===== src/rtl/mips_mc_main_ctrl_pkg.sv =====
// Shared constants for the multicycle MIPS main control: state encodings,
// opcodes, mux selects and the packed control-word type. ADDI support: MC_CTRL_ADDI_EN.
package mc_ctrl_pkg;

   localparam int MC_STATE_BITS = 4;

   typedef enum logic [MC_STATE_BITS-1:0] {
      S_RESET     = 4'd0,
      S_FETCH     = 4'd1,
      S_DECODE    = 4'd2,
      S_MEM_ADDR  = 4'd3,
      S_MEM_READ  = 4'd4,
      S_MEM_WB    = 4'd5,
      S_MEM_WRITE = 4'd6,
      S_EXECUTE   = 4'd7,
      S_R_WB      = 4'd8,
      S_BRANCH    = 4'd9,
      S_JUMP      = 4'd10,
      S_ILLEGAL   = 4'd11,
      S_ADDI_EXEC = 4'd12,
      S_ADDI_WB   = 4'd13
   } mc_state_e;

   localparam logic [5:0] OP_RTYPE = 6'b000000;
   localparam logic [5:0] OP_LW    = 6'b100011;
   localparam logic [5:0] OP_SW    = 6'b101011;
   localparam logic [5:0] OP_BEQ   = 6'b000100;
   localparam logic [5:0] OP_J     = 6'b000010;
   localparam logic [5:0] OP_ADDI  = 6'b001000;

   localparam logic [1:0] ALUOP_ADD   = 2'b00;
   localparam logic [1:0] ALUOP_SUB   = 2'b01;
   localparam logic [1:0] ALUOP_FUNCT = 2'b10;

   localparam logic [1:0] SRCB_REG_B  = 2'b00;
   localparam logic [1:0] SRCB_FOUR   = 2'b01;
   localparam logic [1:0] SRCB_IMM    = 2'b10;
   localparam logic [1:0] SRCB_IMM_SH = 2'b11;

   localparam logic [1:0] PCSRC_ALU    = 2'b00;
   localparam logic [1:0] PCSRC_ALUOUT = 2'b01;
   localparam logic [1:0] PCSRC_JUMP   = 2'b10;

   typedef struct packed {
      logic       pc_write;
      logic       pc_write_cond;
      logic [1:0] pc_source;
      logic       iord;
      logic       mem_read;
      logic       mem_write;
      logic       ir_write;
      logic       mem_to_reg;
      logic       reg_dst;
      logic       reg_write;
      logic       alu_src_a;
      logic [1:0] alu_src_b;
      logic [1:0] alu_op;
      logic       instr_done;
      logic       illegal_op;
   } ctrl_t;

   localparam ctrl_t CTRL_IDLE = '0;

   // Opcode dispatch taken out of DECODE.
   function automatic logic [MC_STATE_BITS-1:0] dispatch_state(input logic [5:0] op);
      logic [MC_STATE_BITS-1:0] ns;
      ns = S_ILLEGAL;
      case (op)
         OP_RTYPE:     ns = S_EXECUTE;
         OP_LW, OP_SW: ns = S_MEM_ADDR;
         OP_BEQ:       ns = S_BRANCH;
         OP_J:         ns = S_JUMP;
`ifdef MC_CTRL_ADDI_EN
         OP_ADDI:      ns = S_ADDI_EXEC;
`endif
         default:      ns = S_ILLEGAL;
      endcase
      return ns;
   endfunction

endpackage


===== src/rtl/mips_mc_main_ctrl_decode.sv =====
// Purely combinational state -> control-word decoder (Moore outputs).
// ADDI states decode only when MC_CTRL_ADDI_EN is defined.
module mc_ctrl_decode
   import mc_ctrl_pkg::*;
#(
   parameter int STATE_W = 4
) (
   input  logic [STATE_W-1:0] i_state,
   output ctrl_t              o_ctrl
);

   always_comb begin
      o_ctrl = CTRL_IDLE;
      case (i_state)
         STATE_W'(S_FETCH): begin
            o_ctrl.mem_read  = 1'b1;
            o_ctrl.ir_write  = 1'b1;
            o_ctrl.pc_write  = 1'b1;
            o_ctrl.alu_src_b = SRCB_FOUR;
            o_ctrl.pc_source = PCSRC_ALU;
         end
         STATE_W'(S_DECODE): begin
            o_ctrl.alu_src_b = SRCB_IMM_SH;
         end
         STATE_W'(S_MEM_ADDR): begin
            o_ctrl.alu_src_a = 1'b1;
            o_ctrl.alu_src_b = SRCB_IMM;
         end
         STATE_W'(S_MEM_READ): begin
            o_ctrl.mem_read = 1'b1;
            o_ctrl.iord     = 1'b1;
         end
         STATE_W'(S_MEM_WB): begin
            o_ctrl.reg_write  = 1'b1;
            o_ctrl.mem_to_reg = 1'b1;
            o_ctrl.instr_done = 1'b1;
         end
         STATE_W'(S_MEM_WRITE): begin
            o_ctrl.mem_write  = 1'b1;
            o_ctrl.iord       = 1'b1;
            o_ctrl.instr_done = 1'b1;
         end
         STATE_W'(S_EXECUTE): begin
            o_ctrl.alu_src_a = 1'b1;
            o_ctrl.alu_src_b = SRCB_REG_B;
            o_ctrl.alu_op    = ALUOP_FUNCT;
         end
         STATE_W'(S_R_WB): begin
            o_ctrl.reg_write  = 1'b1;
            o_ctrl.reg_dst    = 1'b1;
            o_ctrl.instr_done = 1'b1;
         end
         STATE_W'(S_BRANCH): begin
            o_ctrl.alu_src_a     = 1'b1;
            o_ctrl.alu_op        = ALUOP_SUB;
            o_ctrl.pc_write_cond = 1'b1;
            o_ctrl.pc_source     = PCSRC_ALUOUT;
            o_ctrl.instr_done    = 1'b1;
         end
         STATE_W'(S_JUMP): begin
            o_ctrl.pc_write   = 1'b1;
            o_ctrl.pc_source  = PCSRC_JUMP;
            o_ctrl.instr_done = 1'b1;
         end
         STATE_W'(S_ILLEGAL): begin
            o_ctrl.illegal_op = 1'b1;
         end
`ifdef MC_CTRL_ADDI_EN
         STATE_W'(S_ADDI_EXEC): begin
            o_ctrl.alu_src_a = 1'b1;
            o_ctrl.alu_src_b = SRCB_IMM;
            o_ctrl.alu_op    = ALUOP_ADD;
         end
         STATE_W'(S_ADDI_WB): begin
            o_ctrl.reg_write  = 1'b1;
            o_ctrl.instr_done = 1'b1;
         end
`endif
         // S_RESET and unused encodings drive nothing.
         default: o_ctrl = CTRL_IDLE;
      endcase
   end

endmodule


===== src/rtl/mips_mc_main_ctrl.sv =====
// Multicycle MIPS main control FSM: state register, reset hold counter,
// next-state logic and pc_en. Optional ADDI path: MC_CTRL_ADDI_EN.
module mips_mc_main_ctrl
   import mc_ctrl_pkg::*;
#(
   parameter int STATE_W           = 4,
   parameter int RESET_VECTOR_HOLD = 1
) (
   input  logic               clk,
   input  logic               rst_n,
   input  logic [5:0]         opcode,
   input  logic               zero,
   output logic               PCWrite,
   output logic               PCWriteCond,
   output logic               pc_en,
   output logic [1:0]         PCSource,
   output logic               IorD,
   output logic               MemRead,
   output logic               MemWrite,
   output logic               IRWrite,
   output logic               MemtoReg,
   output logic               RegDst,
   output logic               RegWrite,
   output logic               ALUSrcA,
   output logic [1:0]         ALUSrcB,
   output logic [1:0]         ALU_Op,
   output logic               instr_done,
   output logic               illegal_op,
   output logic [STATE_W-1:0] state
);

   localparam logic [3:0] HOLD_LAST = 4'(RESET_VECTOR_HOLD - 1);

   logic [STATE_W-1:0] r_state;
   logic [STATE_W-1:0] w_state_next;
   logic [3:0]         r_hold_cnt;
   logic [3:0]         w_hold_cnt_next;
   ctrl_t              w_ctrl;

   always_ff @(posedge clk or negedge rst_n) begin
      if (!rst_n) begin
         r_state    <= STATE_W'(S_RESET);
         r_hold_cnt <= '0;
      end else begin
         r_state    <= w_state_next;
         r_hold_cnt <= w_hold_cnt_next;
      end
   end

   always_comb begin
      w_state_next    = STATE_W'(S_FETCH);
      w_hold_cnt_next = '0;
      case (r_state)
         STATE_W'(S_RESET): begin
            if (r_hold_cnt == HOLD_LAST) begin
               w_state_next = STATE_W'(S_FETCH);
            end else begin
               w_state_next    = STATE_W'(S_RESET);
               w_hold_cnt_next = r_hold_cnt + 4'd1;
            end
         end
         STATE_W'(S_FETCH):    w_state_next = STATE_W'(S_DECODE);
         STATE_W'(S_DECODE):   w_state_next = STATE_W'(dispatch_state(opcode));
         STATE_W'(S_MEM_ADDR): w_state_next = (opcode == OP_LW) ? STATE_W'(S_MEM_READ)
                                                                 : STATE_W'(S_MEM_WRITE);
         STATE_W'(S_MEM_READ): w_state_next = STATE_W'(S_MEM_WB);
         STATE_W'(S_EXECUTE):  w_state_next = STATE_W'(S_R_WB);
`ifdef MC_CTRL_ADDI_EN
         STATE_W'(S_ADDI_EXEC): w_state_next = STATE_W'(S_ADDI_WB);
`endif
         // Final states, ILLEGAL and unused encodings all return to FETCH.
         default:              w_state_next = STATE_W'(S_FETCH);
      endcase
   end

   mc_ctrl_decode #(
      .STATE_W (STATE_W)
   ) u_decode (
      .i_state (r_state),
      .o_ctrl  (w_ctrl)
   );

   assign PCWrite     = w_ctrl.pc_write;
   assign PCWriteCond = w_ctrl.pc_write_cond;
   assign pc_en       = w_ctrl.pc_write | (w_ctrl.pc_write_cond & zero);
   assign PCSource    = w_ctrl.pc_source;
   assign IorD        = w_ctrl.iord;
   assign MemRead     = w_ctrl.mem_read;
   assign MemWrite    = w_ctrl.mem_write;
   assign IRWrite     = w_ctrl.ir_write;
   assign MemtoReg    = w_ctrl.mem_to_reg;
   assign RegDst      = w_ctrl.reg_dst;
   assign RegWrite    = w_ctrl.reg_write;
   assign ALUSrcA     = w_ctrl.alu_src_a;
   assign ALUSrcB     = w_ctrl.alu_src_b;
   assign ALU_Op      = w_ctrl.alu_op;
   assign instr_done  = w_ctrl.instr_done;
   assign illegal_op  = w_ctrl.illegal_op;
   assign state       = r_state;

endmodule


===== config.mk =====
export PLATFORM = sky130hd
export DESIGN_NAME = mips_mc_main_ctrl
export DESIGN_NICKNAME = d
export VERILOG_FILES = /design/src/rtl/mips_mc_main_ctrl_pkg.sv /design/src/rtl/mips_mc_main_ctrl_decode.sv /design/src/rtl/mips_mc_main_ctrl.sv
export SDC_FILE = /design/constraint.sdc
export NUM_CORES = 1
export LEC_CHECK = 0
export ABC_AREA = 1
export CAP_MARGIN = 40
export CORE_UTILIZATION = 42
export CTS_BUF_LIST = sky130_fd_sc_hd__clkbuf_8 sky130_fd_sc_hd__clkbuf_16
export DETAILED_ROUTE_END_ITERATION = 8
export PLACE_DENSITY = 0.85
export SYNTH_ARGS = -nofsm -noshare
export SYNTH_HDL_FRONTEND = slang
export SYNTH_SLANG_ARGS = --single-unit
export TNS_END_PERCENT = 5

===== constraint.sdc =====
create_clock -name clk -period 3.9 [get_ports clk]
set_clock_uncertainty 0.2 [all_clocks]
set_input_delay 1.17 -clock clk [delete_from_list [all_inputs] [get_ports clk]]
set_output_delay 1.17 -clock clk [all_outputs]
set_load 0.02 [all_outputs]

Word-level counts from Yosys, hierarchy flattened. Index checks and enable logic that the tools add are counted.

$add $sub $neg: 1. Multiply operators: 0. Divide/modulo/power cells: 0. Order comparisons: 0. Eq/ne operators: 15. Shifts and indexed selects: 0. Muxes and demuxes: 21. Bitwise operators: 2. Reduce and logical (&&, ||, !) cells: 10.

Operators with widths (number): case mux 4 bit (6 select lines) (1); equality test 4 x 3 -> 1 bit (second input constant) (4); equality test 4 bit (second input constant) (4); case mux 4 bit (4 select lines) (1); two-way mux 1 bit (13); equality test 6 bit (second input constant) (2); OR reduction 2 bit (5); equality test 4 x 2 -> 1 bit (second input constant) (2); logical NOT 4 bit (2); two-way mux 4 bit (2); case mux 2 bit (2 select lines) (2); equality test 6 x 2 -> 1 bit (second input constant) (1); equality test 6 x 3 -> 1 bit (second input constant) (1); logical NOT 6 bit (1); case mux 2 bit (3 select lines) (1); OR reduction 5 bit (1); adder 4 x 1 -> 4 bit (second input constant) (1); equality test 4 x 1 -> 1 bit (second input constant) (1); OR reduction 3 bit (1); two-way mux 2 bit (1); AND 1 bit (1); bitwise OR 1 bit (1).

Register bits after elaboration: 8. Latch bits: 0. Bits in writable memories: 0. Bits in read-only memories: 0. Output and inout bits: 23. Logic and storage cells: 51. Memories kept: 0.

Logic depth before layout (Yosys ltp). Gate-level depths: netlist (run 1).

Depth after elaboration: 4. Gate-level depth with buffers: 6. Mapped depth without buffers: 6.

By module. From an unflattened synthesis (run 1), not the netlist that was laid out.

Cell total of the unflattened synthesis: 102. Area, all modules: 694.4 um^2.

By module, submodules not included: mips_mc_main_ctrl (times used 1, cells an instance 68, area an instance 490.5 um^2); mc_ctrl_decode (times used 1, cells an instance 34, area an instance 203.9 um^2).

Least setup slack after synthesis (run 1). No wires, ideal clock.

Path kind: input-to-output. Start point: input zero. End point: output pc_en. Data arrival time: 1345 ps. Data required time: 2530 ps. Slack: 1185 ps. Stages on the path: 2. Cell sequence: nand2_1 -> nand3_2.

Cells in the longest elaborated chain, start to end: 2.

RTL lines: start, declared (line mips_mc_main_ctrl.sv:12) `input logic zero,`; AND 1 bit (line mips_mc_main_ctrl.sv:85) `assign pc_en = w_ctrl.pc_write | (w_ctrl.pc_write_cond & zero);`; bitwise OR 1 bit (line mips_mc_main_ctrl.sv:85); end, declared (line mips_mc_main_ctrl.sv:15) `output logic pc_en,`.

No other way between the ends.

Final worst setup path (run 1). Ends and elaborated chain as after synthesis.

==> impl_metrics.json, run 1 <==
{
  "nets": 143,
  "ctsResizeCount": 0,
  "synth_xor_area_frac": 0.0265,
  "n_antenna_cell": 0,
  "finalCritPeriodShare": 0.951,
  "grt_pass1_wl_um": 2680,
  "synth_most_common_cell": "nor2_1",
  "min_path_type": "reg2reg",
  "multi_input_area_um2": 372,
  "dieArea_mm2": 0.00174,
  "drive_gt1_frac": 0.223,
  "cts_tree": "done",
  "clock_path_buffers": 2,
  "postSynthCellCount": 97,
  "grtUsageTotal": 0.202,
  "power.density_mw_per_mm2": 749,
  "synth_edf_count": 0,
  "leakage_nw": 0.492,
  "power_uw": 767,
  "fin_tns_setup_ns": 0,
  "grt_pass1_vias": 661,
  "seq_area_um2": 200,
  "final_design_area_no_fill_mm2": 0.00102,
  "avgViaCountPerCell": 4.74,
  "max-slew-margin-rel": 0.764,
  "drc": 0,
  "crit_required_ns": 2.53,
  "maxCapViolCount": 0,
  "cts_root_buf": "clkbuf_8",
  "critical_path_class": "in2out",
  "hold_buffers": 0,
  "min_period_ns": 3.71,
  "wl_um": 1510,
  "end_kind": "output port",
  "rsz0062_at_grt": "false",
  "syn_area_um2": 662,
  "ir_worst_vdd_v": 0.000345,
  "core-area_mm2": 0.00138,
  "num_io_pins": 32,
  "start_util": 0.479,
  "drt_iter0_drc": 4,
  "synthTopCellsByCount": "19 x nor2_1, 12 x nand2_1, 11 x inv_1, 11 x inv_2, 9 x nand3_1",
  "hold_viol_final": 0,
  "rrSetupSlack_ns": 2.64,
  "num_rows": 13,
  "synthDominantCellAreaShare": 0.302,
  "p_seq_frac": 0.173,
  "die_width_um": 41.7,
  "grt_max_degree": 9,
  "clock_sinks": 8,
  "synthAdderAreaFrac": 0.0378,
  "synth_top_family_by_area": "simple AND/OR/NAND/NOR gates",
  "wire_per_inst_um": 10.4,
  "fin_cells": 145,
  "insertion_delay_ns": 0.23,
  "fin_util": 0.741,
  "antenna_left": 0,
  "place_ws_ns": 0.188,
  "p_sw_frac": 0.486,
  "place_congestion": 0.741,
  "synth_compound_area_frac": 0.0624,
  "power.switching_uw": 373,
  "worst_pin_slew_ns": 0.352,
  "port_buffers": 31,
  "critPathArrivalTime_ns": 2.34,
  "syn-num-nets": 108,
  "drt_pass1_iterations": 3,
  "synth_ff_type": "dfrtp_1",
  "vias": 688,
  "p_int_uw": 395,
  "nFillCells": 122,
  "finalSetupViolations": 0,
  "syn_avg_cell_area_um2": 6.82,
  "dp_cells": 142,
  "power_frac_comb": 0.702,
  "yosysTopAreaCell": "dfrtp_1",
  "worst-path-max-fanout": 1,
  "ys_ff_latch": 8,
  "place_area_um2": 983,
  "synthMuxAreaShare": 0,
  "postCtsSetupBuffers": 0,
  "grt_remaining_overflow": 0,
  "clkTransAtPathRegs_ns": 0.04,
  "htree_levels": 1,
  "drv_slew": 0,
  "die_h_um": 41.7,
  "fin_ws_ns": 0.190,
  "antenna_found_initial": 0,
  "yosysUniqueCellTypes": 20,
  "holdWs_ns": 0.283,
  "timing.fmax_mhz": 270,
  "synth.area.top_cells": "dfrtp_1 30%, nor2_1 11%, nand3_1 6.8%, nand2_1 6.8%, inv_1 6.2%",
  "dp_hpwl_um": 1290,
  "yosysWarningCount": 0,
  "async_flop_share": 1.00,
  "startpoint_type": "primary input",
  "synth_seq_area_share": 0.302,
  "status": "completed",
  "cts_buffers": 3,
  "area_delta_synth_final_pct": 54.8,
  "power.clock.fraction": 0.125,
  "yosys.area_share.simple": 0.435
}
-- placed cells by master, fill, tap and decap left out, types with 2 or more instances in the layout --
cell / instances
nand2_4: 2
ha_1: 2
nand2_2: 4
nor2_4: 3
nor2_2: 3
a21oi_1: 3
nand2_1: 12
o22ai_1: 2
inv_2: 11
nand3_1: 9
clkdlybuf4s50_1: 31
nor2_1: 19
inv_1: 11
nand3_2: 2
clkbuf_8: 3
dfrtp_1: 8
-- worst max-delay path: stages --
cell	delay, ns
clkdlybuf4s50_1	0.45
nand2_1	0.06
nand3_2	0.06
clkdlybuf4s50_1	0.60
-- power by group through the flow --
stage | Clock [mW] | Combinational [mW] | Sequential [mW]
global route | 0.105 | 0.574 | 0.139
detailed placement | 0 | 0.540 | 0.134
finish | 0.0961 | 0.538 | 0.133
floorplan | 0 | 0.310 | 0.151
CTS | 0.0993 | 0.543 | 0.133
global placement | 0 | 0.532 | 0.134
-- metal layers --
| metal | wire, µm | global-route usage |
|---|---|---|
| met1 | 627 | 0.230 |
| met2 | 807 | 0.347 |
| met3 | 52 | 0.0652 |
| met4 | 24 | 0.0774 |
| met5 | 0 | 0 |
-- logic make-up after synthesis --
group / count (synthesis)
flip-flops: 8
AND/OR/NAND/NOR: 55
XOR/XNOR: 2
AO/OA/AOI/OAI: 7
adder cells (fa/ha/maj): 2
buffers and inverters: 23
-- area by class of cell --
| type | count | share of cell area |
|---|---|---|
| multi-input combinational | 66 | 0.363 |
| timing repair buffer | 31 | 0.303 |
| sequential | 8 | 0.195 |
| clock buffer | 3 | 0.0403 |
| inverter | 22 | 0.0806 |
| tap | 15 | 0.0183 |
-- sequential cells by signal, indices dropped and copies added (netlist names) --
signal and cells:
r_hold_cnt 4, state 4
-- worst paths after layout --
| kind | start | cells past startpoint | to |
|---|---|---|---|
| setup / recovery | zero | 4 | pc_en |
| hold / removal | r_hold_cnt[0] | 1 | r_hold_cnt[0] |
| setup reg to reg | state[1] | 5 | state[1] |
| hold reg to reg | r_hold_cnt[0] | 1 | r_hold_cnt[0] |
| max in group asynchronous | rst_n | 1 | r_hold_cnt[2] |
| min in group asynchronous | rst_n | 1 | r_hold_cnt[3] |
(Power assumes the default switching activity.)
==> run 2: changes to the inputs <==
- CTS_CLUSTER_SIZE: unset -> 25
==> results of run 2 <==
No change in the layout: final DEF, timing and power equal those of run 1.
==> run 3: changes to the inputs <==
- CORE_AREA: unset -> 2 2 39 41
- CORE_UTILIZATION: 42 -> unset
- DIE_AREA: unset -> 0 0 41 43
- DONT_BUFFER_PORTS: unset -> 1
- PLACE_DENSITY: 0.85 -> 0.67
- SLEW_MARGIN: unset -> 15
==> run 3 against run 2 <==
  * Design area is 30% lower
  * Clock-buffer cell count is the same
  * Wire length is 17% lower
  * Flip-flop and latch count unchanged
  * Fmax is 26% higher
  * Largest power group unchanged
==> impl_metrics.json, run 3 (synthesis results as in run 1) <==
{
  "status": "completed",
  "dp_hpwl_um": 1030,
  "avgViaCountPerCell": 4.95,
  "wire_per_inst_um": 10.9,
  "hold_end": "r_hold_cnt[0]",
  "mostFrequentLayoutCell": "nor2_1",
  "end_kind": "output port",
  "timing.fmax_mhz": 341,
  "rrSetupSlack_ns": 2.52,
  "finalCritPeriodShare": 0.753,
  "core-area_mm2": 0.00138,
  "die_h_um": 43,
  "nFillCells": 143,
  "hold_depth": 1,
  "nets": 112,
  "power_uw": 595,
  "leakage_nw": 0.379,
  "max-slew-margin-rel": 0.687,
  "crit_required_ns": 2.53,
  "worst-path-max-fanout": 7,
  "dieArea_mm2": 0.00176,
  "antenna_found_initial": 0,
  "grt_max_degree": 9,
  "area_delta_synth_final_pct": 8.13,
  "start_util": 0.478,
  "insertion_delay_ns": 0.22,
  "ctsResizeCount": 0,
  "drive_gt1_frac": 0.293,
  "crit_buf_inv": 2,
  "cp_slowest_cell": "dfrtp_1",
  "grt_pass1_vias": 503,
  "wl_um": 1260,
  "num_rows": 14,
  "antenna_left": 0,
  "finalSetupViolations": 0,
  "power.density_mw_per_mm2": 832,
  "reg2reg_depth": 5,
  "drt_pass1_iterations": 4,
  "cts_tree": "done",
  "cp.depth": 6,
  "startpoint_type": "flop",
  "cp_common_cell": "inv_2",
  "holdWs_ns": 0.289,
  "fin_tns_setup_ns": 0,
  "maxCapViolCount": 0,
  "rsz0062_at_grt": "false",
  "grt_remaining_overflow": 0,
  "r2r-start": "state[1]",
  "hold_path.startpoint": "r_hold_cnt[0]",
  "clkTransAtPathRegs_ns": 0.04,
  "r2r-end": "state[1]",
  "postCtsSetupBuffers": 0,
  "min_path_type": "reg2reg",
  "ir_worst_vdd_v": 0.000295,
  "die_width_um": 41,
  "cts_buffers": 3,
  "n_antenna_cell": 0,
  "layout_common_cells": "19 x nor2_1, 12 x nand2_1, 11 x inv_1, 11 x inv_2, 9 x nand3_1",
  "drt_iter0_drc": 3,
  "cts_root_buf": "clkbuf_8",
  "port_buffers": 0,
  "hold_viol_final": 0,
  "critical_path_class": "reg2out",
  "clock_path_buffers": 2,
  "worst_pin_slew_ns": 0.476,
  "place_congestion": 0.749,
  "path_cells": "inv_2 > nor2_2 > inv_2 > nor2_4 > nand2_1 > nand3_2",
  "grtUsageTotal": 0.174,
  "vias": 569,
  "htree_levels": 1,
  "grt_pass1_wl_um": 2060,
  "cp_top_family": "simple AND/OR/NAND/NOR gates",
  "critPathArrivalTime_ns": 1.57,
  "hold_buffers": 0,
  "drv_slew": 0,
  "clock_sinks": 8,
  "drc": 0,
  "num_io_pins": 32,
  "crit_path_max_incr_delay_ns": 0.54,
  "min_period_ns": 2.94,
  "fin_util": 0.517
}
-- run 3: changes by cell type in the layout (fill, tap and decap cells not counted), sizes merged --
cell	delta
clkdlybuf4s50	-31
-- run 3: through the flow --
| stage | setup slack [ns] | area (µm²) | std cells |
|---|---|---|---|
| 2_1_floorplan | 1.19 | 662 | 97 |
| 3_3_place_gp | 1.18 | 674 | 112 |
| 3_5_place_dp | 1.18 | 674 | 112 |
| 4_1_cts | 0.951 | 716 | 115 |
| 5_1_grt | 0.830 | 716 | 115 |
| 6_report | 0.964 | 716 | 115 |
-- run 3: report_power, final --
part	switching (mW)	internal, mW
logic	0.258	0.0819
clock network	0.0310	0.0667
registers	0.0563	0.101
-- run 3: per-layer routing --
| metal | routed length, µm | GRT usage |
|---|---|---|
| met1 | 536 | 0.216 |
| met2 | 571 | 0.247 |
| met3 | 107 | 0.0471 |
| met4 | 41 | 0.120 |
| met5 | 0 | 0 |
-- run 3: worst max-delay path by stage --
stage,start,end
after floorplan,zero,pc_en
after global placement,zero,pc_en
after detailed placement,zero,pc_en
after CTS,state[3],pc_en
after global routing,state[3],pc_en
final,state[3],pc_en
-- run 3: area by class of cell --
| class | instances | area (µm²) | area share |
|---|---|---|---|
| sequential | 8 | 200 | 0.280 |
| tap | 16 | 20.0 | 0.0280 |
| clock buffer | 3 | 41.3 | 0.0577 |
| multi-input combinational | 66 | 372 | 0.519 |
| inverter | 22 | 82.6 | 0.115 |
